File: src/rtl/fetch_stage.sv
// fetch_stage: instruction fetch with a one-entry skid buffer, branch redirect and stale-request drain
module fetch_stage #(
    parameter logic [31:0] RESET_PC = 32'h0000_0000
) (
    input  logic        clk,
    input  logic        rst,
    input  logic        isBranchTaken,
    input  logic [31:0] branchPC,
    input  logic        stall,
    output logic        imem_req,
    output logic [31:0] imem_addr,
    input  logic        imem_ack,
    input  logic [31:0] imem_rdata,
    output logic        inst_valid,
    output logic [31:0] inst,
    output logic [31:0] pc
);
    typedef enum logic [1:0] {IDLE, FETCH, FULL, DRAIN} state_t;
    state_t      state, state_n;
    logic [31:0] fetch_pc, fetch_pc_n, addr_n, inst_n, pc_n;
    logic [31:0] skid_inst, skid_inst_n, skid_pc, skid_pc_n;
    logic        valid_n, slot_free;
    assign imem_req  = (state == FETCH) || (state == DRAIN);
    assign slot_free = !inst_valid || !stall;
    // state register; reset abandons any outstanding request
    always_ff @(posedge clk or posedge rst) begin
        if (rst) state <= IDLE;
        else     state <= state_n;
    end
    // next state and next datapath values; a redirect outranks stall and ack
    always_comb begin
        state_n     = state;
        fetch_pc_n  = fetch_pc;
        addr_n      = imem_addr;
        inst_n      = inst;
        pc_n        = pc;
        valid_n     = slot_free ? 1'b0 : inst_valid;
        skid_inst_n = skid_inst;
        skid_pc_n   = skid_pc;
        if (isBranchTaken) begin
            valid_n    = 1'b0;
            fetch_pc_n = branchPC;
            case (state)
                FETCH: begin
                    if (imem_ack) addr_n = branchPC;
                    else          state_n = DRAIN;
                end
                DRAIN: begin
                    if (imem_ack) begin
                        addr_n  = branchPC;
                        state_n = FETCH;
                    end
                end
                default: begin
                    addr_n  = branchPC;
                    state_n = FETCH;
                end
            endcase
        end else begin
            case (state)
                IDLE: begin
                    addr_n  = fetch_pc;
                    state_n = FETCH;
                end
                FETCH: begin
                    if (imem_ack) begin
                        fetch_pc_n = fetch_pc + 32'd4;
                        if (slot_free) begin
                            inst_n  = imem_rdata;
                            pc_n    = imem_addr;
                            valid_n = 1'b1;
                            addr_n  = fetch_pc + 32'd4;
                        end else begin
                            skid_inst_n = imem_rdata;
                            skid_pc_n   = imem_addr;
                            state_n     = FULL;
                        end
                    end
                end
                FULL: begin
                    if (slot_free) begin
                        inst_n  = skid_inst;
                        pc_n    = skid_pc;
                        valid_n = 1'b1;
                        addr_n  = fetch_pc;
                        state_n = FETCH;
                    end
                end
                default: begin
                    if (imem_ack) begin
                        addr_n  = fetch_pc;
                        state_n = FETCH;
                    end
                end
            endcase
        end
    end
    // datapath registers: fetch PC, request address, IF/OF latch and skid buffer
    always_ff @(posedge clk or posedge rst) begin
        if (rst) begin
            fetch_pc   <= RESET_PC;
            imem_addr  <= RESET_PC;
            inst       <= '0;
            pc         <= '0;
            inst_valid <= 1'b0;
            skid_inst  <= '0;
            skid_pc    <= '0;
        end else begin
            fetch_pc   <= fetch_pc_n;
            imem_addr  <= addr_n;
            inst       <= inst_n;
            pc         <= pc_n;
            inst_valid <= valid_n;
            skid_inst  <= skid_inst_n;
            skid_pc    <= skid_pc_n;
        end
    end
endmodule

File: config.mk
export PLATFORM = sky130hd
export DESIGN_NAME = fetch_stage
export DESIGN_NICKNAME = d
export VERILOG_FILES = /design/src/rtl/fetch_stage.sv
export SDC_FILE = /design/constraint.sdc
export NUM_CORES = 1
export LEC_CHECK = 0
export BUFFER_PORTS_ARGS = -buffer_cell sky130_fd_sc_hd__buf_2
export CAP_MARGIN = 20
export CORE_MARGIN = 4
export CORE_UTILIZATION = 30
export CTS_BUF_LIST = sky130_fd_sc_hd__clkbuf_16
export DETAILED_ROUTE_END_ITERATION = 10
export PLACE_DENSITY = 0.47
export SLEW_MARGIN = 25
export SYNTH_ARGS = -nofsm -noshare
export SYNTH_HDL_FRONTEND = slang
export SYNTH_SLANG_ARGS = --single-unit
File: constraint.sdc
create_clock -name clk -period 7.15 [get_ports clk]
set_input_delay 0.715 -clock clk [delete_from_list [all_inputs] [get_ports clk]]
set_output_delay 0.715 -clock clk [all_outputs]
set_load 0.005 [all_outputs]
==> metrics.md <==
| Metric | Value |
|---|---|
| Synth Area in XOR/XNOR | `0.0434` |
| Clock sink count | `between 150 and 200` |
| Worst EP required | `7470 ps` |
| Crit Path Max Fanout | `24` |
| Initial DRC Count | `426` |
| CP max stage delay | `890 ps` |
| Post-cts resize count | `0` |
| Nets | `1087` |
| Hpwl dp | `~18 mm` |
| Area leader, netlist | `dfrtp_1` |
| Most common flop cell mapped by yosys | `dfrtp_1` |
| Flops & latches, synth | `around 200` |
| Antenna Nets Post-Route | `0` |
| CTS clk-pin slew, worst paths | `80 ps` |
| Root Buffer | `clkbuf_16` |
| Syn_nets | `959` |
| CTS tree | `done` |
| RSZ-0062 raised after global routing | `no` |
| Synth unique cells | `between 50 and 60` |
| Total grt overflow | `0` |
| WP buf/inv | `1` |
| Largest net degree at the start of global routing | `approximately 130` |
| First-pass GRT wire length | `40.4 mm` |
| Worst slew margin | `0.360` |
| Final WL | `~26 mm` |
| Synth area leaders | `dfrtp_1 (51%), mux2_2 (9.9%), mux2i_1 (7.6%), o21ai_0 (5.0%), nand2_1 (4.7%)` |
| Hold Fails Final Rpt | `0` |
| Top Family by Delay on Critical Path | `simple AND/OR/NAND/NOR gates` |
| Synth warn | `0` |
| Setup TNS | `0 ps` |
| Port Buffer Count | `between 150 and 200` |
| Max cap viols | `0` |
| Initial core utilization | `0.307` |
| Drt pass-1 iters | `4` |
| P per Cell Area | `approximately 380 nW/um2` |
| Detailed-route DRC error count | `0` |
| Adder-cell share of the synthesized area | `0.00924` |
| Final clock skew | `between 15 and 20 ps` |
| Peak VDD IR | `a little over 0.2 mV` |
| Sequential-to-total area share from yosys stat | `0.515` |
| Worst path slowest cell | `nor3_1` |
| Die Span Y | `about 190 um` |
| Clock buffer count from CTS | `17` |
| # hold bufs at CTS | `0` |
| Synthesized area per cell | `about 11 um2` |
| Area Overhead vs Synth | `18.5%` |
| Final slew viol count | `0` |
| Die area | `34500 um2` |
| Fin crit share | `0.503` |
| Main combinational cell family by area after synthesis | `multiplexers` |
| Diodes inserted | `0` |
| Vias per inst | `~4.9` |
| Final hold slack | `approximately 470 ps` |
| Row count | `64` |
| Fmax | `between 200 and 300 MHz` |
| Outcome | `completed` |
| Share of the synthesized area in the top cell type | `0.515` |
| Clk buf depth | `2` |
| Simple-gate portion of the synthesized area | `0.134` |
| Skew-Pair Late Insertion Delay | `430 ps` |
| Most common cell after layout, fill and taps aside | `dfrtp_1` |
| Via Count | `6900` |
| Worst path arrival time | `between 3000 and 4000 ps` |
| Setup bufs post-CTS | `0` |
| Initial antenna violation count | `0` |
| Worst Setup End Kind | `register` |
| Worst min path class | `input pin to asynchronous set/reset pin` |
| Fraction of layout cells with a size suffix above 1 | `0.301` |
| Share of synthesized registers carrying an async set or reset | `1.00` |
| Post-Syn Area | `roughly 9500 um2` |
| Final GP Congestion | `0.799` |
| CORE AREA | `30900 um2` |
| P_leak | `a little over 5 nW` |
| CP Launch Type | `register` |
| EDFF count, synth | `0` |
| Most frequent cells in the layout | `dfrtp_1 (195), buf_2 (166), nand2_1 (119)` |
| Die X | `roughly 190 um` |
| Mapped Cells | `around 880` |
| Vias in the first global route | `just under 7000` |
| Tot GR Track Use | `0.150` |
| Wire per inst | `~18 um` |
| Ports | `167` |
| Kind of critical path | `register to register` |
| Worst Max-Slew Pin Slew | `~960 ps` |
| Tmin final | `about 3600 ps` |
| CP Cell Sequence | `inv_1, ha_1, nand2_1, nor3_1, nand3_1, xnor2_1, mux2_2` |
| Post-synthesis mux area share | `0.175` |
| Post-synthesis compound-gate area fraction | `0.0921` |
| Final number of setup-violating endpoints | `0` |
| H-tree depth | `4` |
layer usage:
metal	vias to the layer above	track usage	part of all wire
met5	-	0	0
met4	0	0.0332	0.0085
met3	16	0.0227	0.037
met2	140	0.230	0.45
met1	3370	0.224	0.51
li1	3374	-	-
sequential cells by signal, indices dropped and copies added, names as in the netlist:
name and flops:
fetch_pc 32, imem_addr 32, inst 32, pc 32, skid_inst 32, skid_pc 32
state 2, inst_valid 1
where the power goes:
part / switching, mW / internal [mW]
Clock: 0.491 / 0.472
Combinational: 0.784 / 0.639
Sequential: 0.337 / 1.50
Total: 1.61 / 2.61
metrics by stage:
stage	util	setup slack [ps]	cells	power, mW	cell area (um2)
4_1_cts	0.363	3550	1419	4.31	11200
3_5_place_dp	0.344	3570	1387	3.33	10600
6_report	0.363	3560	1420	4.23	11200
5_1_grt	0.363	3280	1420	4.57	11200
3_3_place_gp	0.344	3610	1387	3.29	10600
2_1_floorplan	-	1120	883	2.69	9480
layout make-up:
cell class                      instances  area (um2)
Fill cell                            3160       19700
Sequential cell                       195        4880
Multi-Input combinational cell        617        4330
Timing Repair Buffer                  174         911
Tap cell                              396         495
Clock buffer                           17         425
Clock inverter                         15         159
Inverter                                6        30.0
cell usage after synthesis (all sizes together), types with 5 or more instances:
library cell and number:
nand4 23, nor2 39, ha 7, o21ai 99, nand3 22, nor3 15, dfrtp 195, xor2 26
mux2 83, xnor2 21, a21oi 10, clkbuf 46, inv 6, a211oi 9, mux2i 72, nor4 12
nand2 119, buf 19, and3 5
cells by family (layout without fill, tap and decap cells):
family,count (synthesis),count (layout)
multiplexers,155,155
AO/OA/AOI/OAI,150,150
flip-flops,195,195
buffers and inverters,71,212
AND/OR/NAND/NOR,258,258
XOR/XNOR,47,47
adder cells (fa/ha/maj),7,7
path summary, 6_finish.rpt:
check,cells past startpoint,end,slack (ps),from
max,7,fetch_pc[19],3560,state[1]
min,2,inst[0],470,rst
max reg2reg,7,fetch_pc[19],3560,state[1]
min reg2reg,2,pc[18],470,pc[18]
max in group asynchronous,4,imem_addr[13],5450,rst
min in group clk,2,pc[18],480,pc[18]
(Power assumes the default switching activity.)
